===== src/rtl/apb_wait_slave_mem_pkg.sv =====
// apb_slv_pkg: shared types and constants for the APB wait-state completer.
//   apb_slv_state_t : FSM state encoding (IDLE, ACCESS, DONE)
//   ADDR_LSB        : first word-index bit of the byte address
//   WAIT_CNT_W      : wait-state counter width
//   addr_in_range() : true when the word address lies inside the memory
package apb_slv_pkg;

    typedef enum logic [1:0] {
        IDLE   = 2'd0,
        ACCESS = 2'd1,
        DONE   = 2'd2
    } apb_slv_state_t;

    localparam int ADDR_LSB   = 2;
    localparam int WAIT_CNT_W = 4;
    localparam int ADDR_MAX_W = 64;

    // Callers zero-extend their address to ADDR_MAX_W so that one function
    // serves any ADDR_WIDTH.
    function automatic logic addr_in_range(input logic [ADDR_MAX_W-1:0] addr,
                                           input int unsigned num_words);
        return (addr >> ADDR_LSB) < ADDR_MAX_W'(num_words);
    endfunction

endpackage


===== src/rtl/apb_wait_slave_mem_if.sv =====
// apb_wait_slave_mem_if: APB3 bus between requester (bridge) and completer.
//   PSEL, PENABLE, PADDR, PWRITE, PWDATA : requester -> completer
//   PRDATA, PREADY, PSLVERR              : completer -> requester
interface apb_wait_slave_mem_if #(
    parameter int ADDR_WIDTH = 32,
    parameter int DATA_WIDTH = 32
);
    logic                  PSEL;
    logic                  PENABLE;
    logic [ADDR_WIDTH-1:0] PADDR;
    logic                  PWRITE;
    logic [DATA_WIDTH-1:0] PWDATA;
    logic [DATA_WIDTH-1:0] PRDATA;
    logic                  PREADY;
    logic                  PSLVERR;

    modport master (
        output PSEL, PENABLE, PADDR, PWRITE, PWDATA,
        input  PRDATA, PREADY, PSLVERR
    );

    modport slave (
        input  PSEL, PENABLE, PADDR, PWRITE, PWDATA,
        output PRDATA, PREADY, PSLVERR
    );
endinterface


===== src/rtl/apb_wait_slave_mem_regfile.sv =====
// apb_slv_regfile: word memory with one synchronous write port, one
// combinational read port, and asynchronous clear of every word.
//   clk_i, rst_i : clock, async active-high reset (clears all words)
//   we_i         : write enable
//   waddr_i      : write word index
//   wdata_i      : write data
//   raddr_i      : read word index
//   rdata_o      : read data (combinational)
module apb_slv_regfile #(
    parameter int DATA_WIDTH = 32,
    parameter int NUM_WORDS  = 16
) (
    input  logic                         clk_i,
    input  logic                         rst_i,
    input  logic                         we_i,
    input  logic [$clog2(NUM_WORDS)-1:0] waddr_i,
    input  logic [DATA_WIDTH-1:0]        wdata_i,
    input  logic [$clog2(NUM_WORDS)-1:0] raddr_i,
    output logic [DATA_WIDTH-1:0]        rdata_o
);
    logic [DATA_WIDTH-1:0] mem_q [NUM_WORDS];

    always_ff @(posedge clk_i or posedge rst_i) begin
        if (rst_i) begin
            for (int i = 0; i < NUM_WORDS; i++) begin
                mem_q[i] <= '0;
            end
        end else if (we_i) begin
            mem_q[waddr_i] <= wdata_i;
        end
    end

    assign rdata_o = mem_q[raddr_i];
endmodule


===== src/rtl/apb_wait_slave_mem.sv =====
// apb_wait_slave_mem: APB3 completer backed by a word-addressed memory,
// inserting WAIT_STATES wait cycles before PREADY on every transfer.
//   HCLK    : clock (bridge clock)
//   HRESET  : asynchronous active-high reset
//   bus     : APB slave modport (PSEL/PENABLE/PADDR/PWRITE/PWDATA in,
//             PRDATA/PREADY/PSLVERR out, all outputs registered)
// Build option: define APB_SLV_ERR_EN to answer out-of-range or misaligned
// accesses with PSLVERR; otherwise the index wraps and PADDR[1:0] is ignored.
//
// state  | meaning
// IDLE   | no transfer; waiting for a setup cycle
// ACCESS | transfer captured; counting wait states, PREADY on the last cycle
// DONE   | one cycle after completion; a new setup here starts back-to-back
module apb_wait_slave_mem
    import apb_slv_pkg::*;
#(
    parameter int ADDR_WIDTH  = 32,
    parameter int DATA_WIDTH  = 32,
    parameter int NUM_WORDS   = 16,
    parameter int WAIT_STATES = 2
) (
    input  logic                 HCLK,
    input  logic                 HRESET,
    apb_wait_slave_mem_if.slave  bus
);
    localparam int IDX_W = $clog2(NUM_WORDS);
    localparam logic [WAIT_CNT_W-1:0] WS_INIT = WAIT_CNT_W'(WAIT_STATES);

    apb_slv_state_t        state_q, state_d;
    logic [WAIT_CNT_W-1:0] cnt_q, cnt_d;
    logic [IDX_W-1:0]      idx_q, idx_d;
    logic                  write_q, write_d;
    logic [DATA_WIDTH-1:0] wdata_q, wdata_d;
    logic                  err_q, err_d;
    logic                  pready_q, pready_d;
    logic [DATA_WIDTH-1:0] prdata_q, prdata_d;
    logic                  pslverr_q, pslverr_d;

    logic                  setup;
    logic                  live_err;
    logic [IDX_W-1:0]      live_idx;
    logic                  ready_next;
    logic [IDX_W-1:0]      rd_idx;
    logic                  rd_err;
    logic                  rd_write;
    logic                  mem_we;
    logic [DATA_WIDTH-1:0] mem_rdata;

    assign setup    = bus.PSEL && !bus.PENABLE;
    assign live_idx = bus.PADDR[ADDR_LSB +: IDX_W];

`ifdef APB_SLV_ERR_EN
    assign live_err = !addr_in_range(ADDR_MAX_W'(bus.PADDR), NUM_WORDS)
                      || (bus.PADDR[1:0] != 2'b00);
`else
    assign live_err = 1'b0;
`endif

    always_ff @(posedge HCLK or posedge HRESET) begin
        if (HRESET) begin
            state_q   <= IDLE;
            cnt_q     <= '0;
            idx_q     <= '0;
            write_q   <= 1'b0;
            wdata_q   <= '0;
            err_q     <= 1'b0;
            pready_q  <= 1'b0;
            prdata_q  <= '0;
            pslverr_q <= 1'b0;
        end else begin
            state_q   <= state_d;
            cnt_q     <= cnt_d;
            idx_q     <= idx_d;
            write_q   <= write_d;
            wdata_q   <= wdata_d;
            err_q     <= err_d;
            pready_q  <= pready_d;
            prdata_q  <= prdata_d;
            pslverr_q <= pslverr_d;
        end
    end

    always_comb begin
        state_d = state_q;
        cnt_d   = cnt_q;
        idx_d   = idx_q;
        write_d = write_q;
        wdata_d = wdata_q;
        err_d   = err_q;
        case (state_q)
            IDLE, DONE: begin
                if (setup) begin
                    state_d = ACCESS;
                    cnt_d   = WS_INIT;
                    idx_d   = live_idx;
                    write_d = bus.PWRITE;
                    wdata_d = bus.PWDATA;
                    err_d   = live_err;
                end else begin
                    state_d = IDLE;
                end
            end
            ACCESS: begin
                if (!bus.PSEL) begin
                    state_d = IDLE;
                end else if (bus.PENABLE) begin
                    if (pready_q) begin
                        state_d = DONE;
                    end else if (cnt_q != '0) begin
                        cnt_d = cnt_q - WAIT_CNT_W'(1);
                    end
                end
            end
            default: state_d = IDLE;
        endcase
    end

    // Registered outputs are computed one cycle ahead: ready_next marks the
    // edge that opens the completion cycle, and the read port is steered to
    // the live address when that edge is also the capture edge (zero waits).
    always_comb begin
        ready_next = 1'b0;
        mem_we     = 1'b0;
        rd_idx     = idx_q;
        rd_err     = err_q;
        rd_write   = write_q;
        pready_d   = 1'b0;
        prdata_d   = '0;
        pslverr_d  = 1'b0;
        case (state_q)
            IDLE, DONE: begin
                if (setup && (WAIT_STATES == 0)) begin
                    ready_next = 1'b1;
                    rd_idx     = live_idx;
                    rd_err     = live_err;
                    rd_write   = bus.PWRITE;
                end
            end
            ACCESS: begin
                if (bus.PSEL && bus.PENABLE) begin
                    if (pready_q) begin
                        mem_we = write_q && !err_q;
                    end else if (cnt_q <= WAIT_CNT_W'(1)) begin
                        ready_next = 1'b1;
                    end
                end else if (bus.PSEL) begin
                    // PENABLE dropped mid-access: hold the response as is.
                    pready_d  = pready_q;
                    prdata_d  = prdata_q;
                    pslverr_d = pslverr_q;
                end
            end
            default: ;
        endcase
        if (ready_next) begin
            pready_d  = 1'b1;
            pslverr_d = rd_err;
            prdata_d  = (!rd_write && !rd_err) ? mem_rdata : '0;
        end
    end

    apb_slv_regfile #(
        .DATA_WIDTH (DATA_WIDTH),
        .NUM_WORDS  (NUM_WORDS)
    ) u_regfile (
        .clk_i   (HCLK),
        .rst_i   (HRESET),
        .we_i    (mem_we),
        .waddr_i (idx_q),
        .wdata_i (wdata_q),
        .raddr_i (rd_idx),
        .rdata_o (mem_rdata)
    );

    assign bus.PRDATA  = prdata_q;
    assign bus.PREADY  = pready_q;
    assign bus.PSLVERR = pslverr_q;
endmodule

===== src/flat_wrapper.sv =====
// flat-port wrapper written by rule: the top's interface ports become plain ports
module apb_wait_slave_mem_flat import apb_slv_pkg::*;
#(
    parameter int ADDR_WIDTH  = 32,
    parameter int DATA_WIDTH  = 32,
    parameter int NUM_WORDS   = 16,
    parameter int WAIT_STATES = 2
)
  (HCLK, HRESET, bus_PSEL, bus_PENABLE, bus_PADDR, bus_PWRITE, bus_PWDATA, bus_PRDATA, bus_PREADY, bus_PSLVERR);
  apb_wait_slave_mem_if #(.ADDR_WIDTH(ADDR_WIDTH), .DATA_WIDTH(DATA_WIDTH)) bus_i ();
  input  logic HCLK;
  input  logic HRESET;
  input wire logic [$bits(bus_i.PSEL)-1:0] bus_PSEL;
  input wire logic [$bits(bus_i.PENABLE)-1:0] bus_PENABLE;
  input wire logic [$bits(bus_i.PADDR)-1:0] bus_PADDR;
  input wire logic [$bits(bus_i.PWRITE)-1:0] bus_PWRITE;
  input wire logic [$bits(bus_i.PWDATA)-1:0] bus_PWDATA;
  output wire logic [$bits(bus_i.PRDATA)-1:0] bus_PRDATA;
  output wire logic [$bits(bus_i.PREADY)-1:0] bus_PREADY;
  output wire logic [$bits(bus_i.PSLVERR)-1:0] bus_PSLVERR;
  assign bus_i.PSEL = bus_PSEL;
  assign bus_i.PENABLE = bus_PENABLE;
  assign bus_i.PADDR = bus_PADDR;
  assign bus_i.PWRITE = bus_PWRITE;
  assign bus_i.PWDATA = bus_PWDATA;
  assign bus_PRDATA = bus_i.PRDATA;
  assign bus_PREADY = bus_i.PREADY;
  assign bus_PSLVERR = bus_i.PSLVERR;
  apb_wait_slave_mem #(.ADDR_WIDTH(ADDR_WIDTH), .DATA_WIDTH(DATA_WIDTH), .NUM_WORDS(NUM_WORDS), .WAIT_STATES(WAIT_STATES)) u_core (.HCLK(HCLK), .HRESET(HRESET), .bus(bus_i));
endmodule

===== config.mk =====
export PLATFORM = sky130hd
export DESIGN_NAME = apb_wait_slave_mem_flat
export DESIGN_NICKNAME = d
export VERILOG_FILES = /design/src/rtl/apb_wait_slave_mem_pkg.sv /design/src/rtl/apb_wait_slave_mem_if.sv /design/src/rtl/apb_wait_slave_mem_regfile.sv /design/src/rtl/apb_wait_slave_mem.sv /design/src/flat_wrapper.sv
export SDC_FILE = /design/constraint.sdc
export NUM_CORES = 1
export LEC_CHECK = 0
export BUFFER_PORTS_ARGS = -buffer_cell sky130_fd_sc_hd__buf_2
export CAP_MARGIN = 20
export CORE_MARGIN = 1
export CORE_UTILIZATION = 45
export CTS_BUF_LIST = sky130_fd_sc_hd__clkbuf_2 sky130_fd_sc_hd__clkbuf_4 sky130_fd_sc_hd__clkbuf_8
export DETAILED_ROUTE_END_ITERATION = 10
export SYNTH_ARGS = -nofsm -noshare
export SYNTH_HDL_FRONTEND = slang
export SYNTH_HIERARCHICAL = 1
export SYNTH_SLANG_ARGS = --single-unit

===== constraint.sdc =====
create_clock -name HCLK -period 55.9 [get_ports HCLK]
set_input_delay 16.77 -clock HCLK [delete_from_list [all_inputs] [get_ports HCLK]]
set_output_delay 16.77 -clock HCLK [all_outputs]
set_load 0.02 [all_outputs]

==> results.tsv <==
metric	value	unit
fillers	4701	
post-route-drc-count	0	
ys_seq_area_share	56.7	%
ant_nets	0	
ys.flop_type	dfrtp_1	
multi_input_comb_area	10700	um2
tns	0	ns
start_util	45.7	%
post-place-ws	36.17	ns
critPathMaxStageDelay	0.50	ns
synth_top_family_by_area	multiplexers	
antenna_found_initial	0	
cts.path.max_buffers	3	
hold_path_class	flop to flop	
ys_ff_latch	588	
clock.fmax	52.7	MHz
synth_xor_area_share	0	%
pwr_density_cell	32.6	nW/um2
place.gp.congestion	0.716	
async_flop_share	100	%
p_leak	14.4	nW
first_pass_iters	5	
num_rows	87	
synth_edf_count	0	
ys_warn_count	6	
hold_end	u_core/u_regfile/mem_q[344]	
grt_overflow_total	0	
syn_to_final_growth	12.5	%
finalPower	951	uW
io_pins	103	
cts_tree	yes	
fin_cells	2509	
synthCells	1606	
vias	14300	
reg2regPathDepth	6	
cts_max_level	3	
maxCapViolCount	0	
max-vdd-ir-drop	0.0188	mV
status	finished, final reports clean	
clk_pin_slew	0.06	ns
synth_fa_ha_area_share	0.145	%
root_buffer	clkbuf_8	
crit_path_end_kind	flop	
synth_compound_area_share	3.29	%
worstMarginPinSlew	0.969	ns
final-hold-violation-count	0	
syn-mean-instance-area	16.1	um2
synth_area_leaders	dfrtp_1 57%, mux2_2 22%, mux4_2 11%	
synth_area	25900	um2
regToRegStartpoint	u_core/idx_q[0]	
reg2reg_to	u_core/bus.PRDATA[19]	
core-area	56700	um2
die_y	242	um
yosysTopAreaCellShare	56.7	%
critical_path_arrival	19.54	ns
slew_headroom	35.4	%
clock_skew	0.0162	ns
rsz0062_at_grt	false	
track_usage	22.0	%
die_x	242	um
cts_made_buffers	101	
regArea	14700	um2
synth_fp_nets	1678	
fin_crit	18.98	ns
grt_pass1_wl	97100	um
synth.most_common_cell	dfrtp_1	
cp_slowest_cell	nand3_2	
crit_fanout	20	
synthMuxAreaShare	35.4	%
required	56.46	ns
synthSimpleGateAreaFrac	1.77	%
hpwl	33800	um
synthTopCellsByCount	588 x dfrtp_1, 510 x mux2_2, 128 x mux4_2, 65 x clkbuf_1, 64 x a22oi_1	
port_buffers	73	
hold_start	u_core/u_regfile/mem_q[344]	
post_cts_buffers	0	
drt_wl_total	62100	um
place_inst	2329	
detail_route.wl_per_cell	24.8	um
nets	1749	
yosysTopAreaCell	dfrtp_1	
postCtsHoldBufs	0	
report.final.slew_viol_count	0	
drive_above_1_share	57.5	%
yosysUniqueCellTypes	41	
grt_max_degree	110	
cts.sinks	588	
die_area	58600	um2
path_class	input pin to flop	
ff2ff_setup_slack	52.08	ns
clk_latency	0.69	ns
setup_viol	0	
cts-resized-gates	0	
antenna_cells	0	
finalCritPeriodShare	33.9	%
setup_slack	36.93	ns
grt_pass1_vias	15600	
drt_iter0_drc	636	
holdPathStages	1	
vias_per_cell	5.71	
cp-start-kind	input pin	
cp_cell_sequence	buf_2 -> nand3b_1 -> nor2_1 -> and2_1 -> nor3b_1 -> nand3_2 -> buf_4 -> mux2_2	
state kept, by name (all words and copies together), names as in the netlist:
signal / cells
u_core/bus.PREADY: 1
u_core/cnt_q: 4
u_core/rd_write: 1
u_core/u_regfile/mem_q: 512
u_core/state_q: 2
u_core/bus.PRDATA: 32
u_core/idx_q: 4
u_core/wdata_q: 32
report_power, final:
part	internal, mW	switching [mW]	total, mW	leakage (nW)
sequential	0.434	0.0330	0.467	8.13
clock	0.234	0.170	0.405	1.15
combinational	0.0306	0.0480	0.0786	5.10
total	0.699	0.252	0.951	14.4
worst max-delay path, delay by kind of cell:
family        cells  cell delay [ns]
mux               1             0.33
simple gates      5             1.77
buf+inv           2             0.63
cell families (layout without fill, tap and decap cells):
kind of cell / after synthesis / count (layout)
AOI/OAI and AO/OA: 105 / 105
muxes: 678 / 678
and+or+nand+nor: 84 / 84
buffers and inverters: 147 / 294
DFF: 588 / 588
other: 1 / 1
adders and majority gates: 3 / 3
per-layer routing:
layer	wire (um)	GRT usage (%)	share of wire, %
met5	0	0	0
met4	1590	7.06	2.6
met3	2040	3.70	3.3
met2	31200	37.3	50
met1	27300	28.8	44
cell type report:
type | count | area share (%)
clock buffers | 170 | 7.18
flip-flops and latches | 588 | 50.5
clock inverters | 9 | 0.197
repair buffers | 110 | 2.29
multi-input cells | 871 | 36.5
inverters | 5 | 0.0986
well taps | 756 | 3.24
worst max path at each step:
stage | startpoint | end | slack [ns] | cells after the start
finish | bus_PSEL | u_core/u_regfile/mem_q[164] | 36.93 | 8
global route | bus_PSEL | u_core/u_regfile/mem_q[169] | 36.74 | 8
CTS | bus_PSEL | u_core/u_regfile/mem_q[169] | 36.90 | 8
detailed placement | bus_PSEL | u_core/u_regfile/mem_q[170] | 36.17 | 8
global placement | bus_PSEL | u_core/u_regfile/mem_q[163] | 36.22 | 8
floorplan | HRESET | u_core/u_regfile/mem_q[0] | 24.83 | 1
per-stage QoR:
stage          area, um2  hold WS, ns  util, %
2_1_floorplan      25900        0.452        -
3_3_place_gp       27000        0.464     47.6
3_5_place_dp       27000        0.475     47.6
4_1_cts            29100        0.488     51.4
5_1_grt            29200        0.508     51.4
6_report           29200        0.483     51.4
cells in the final DEF, fill, tap and decap left out, types with 10 or more instances in the layout:
cell / count
dfrtp_1: 586
mux2_2: 510
clkbuf_8: 131
mux4_2: 128
buf_2: 73
a22oi_1: 64
clkbuf_4: 39
buf_4: 35
nand2_1: 34
mux2_4: 30
a22o_2: 21
a22o_1: 11
mux2_1: 10
No activity file was read; power rests on OpenSTA's default activity.
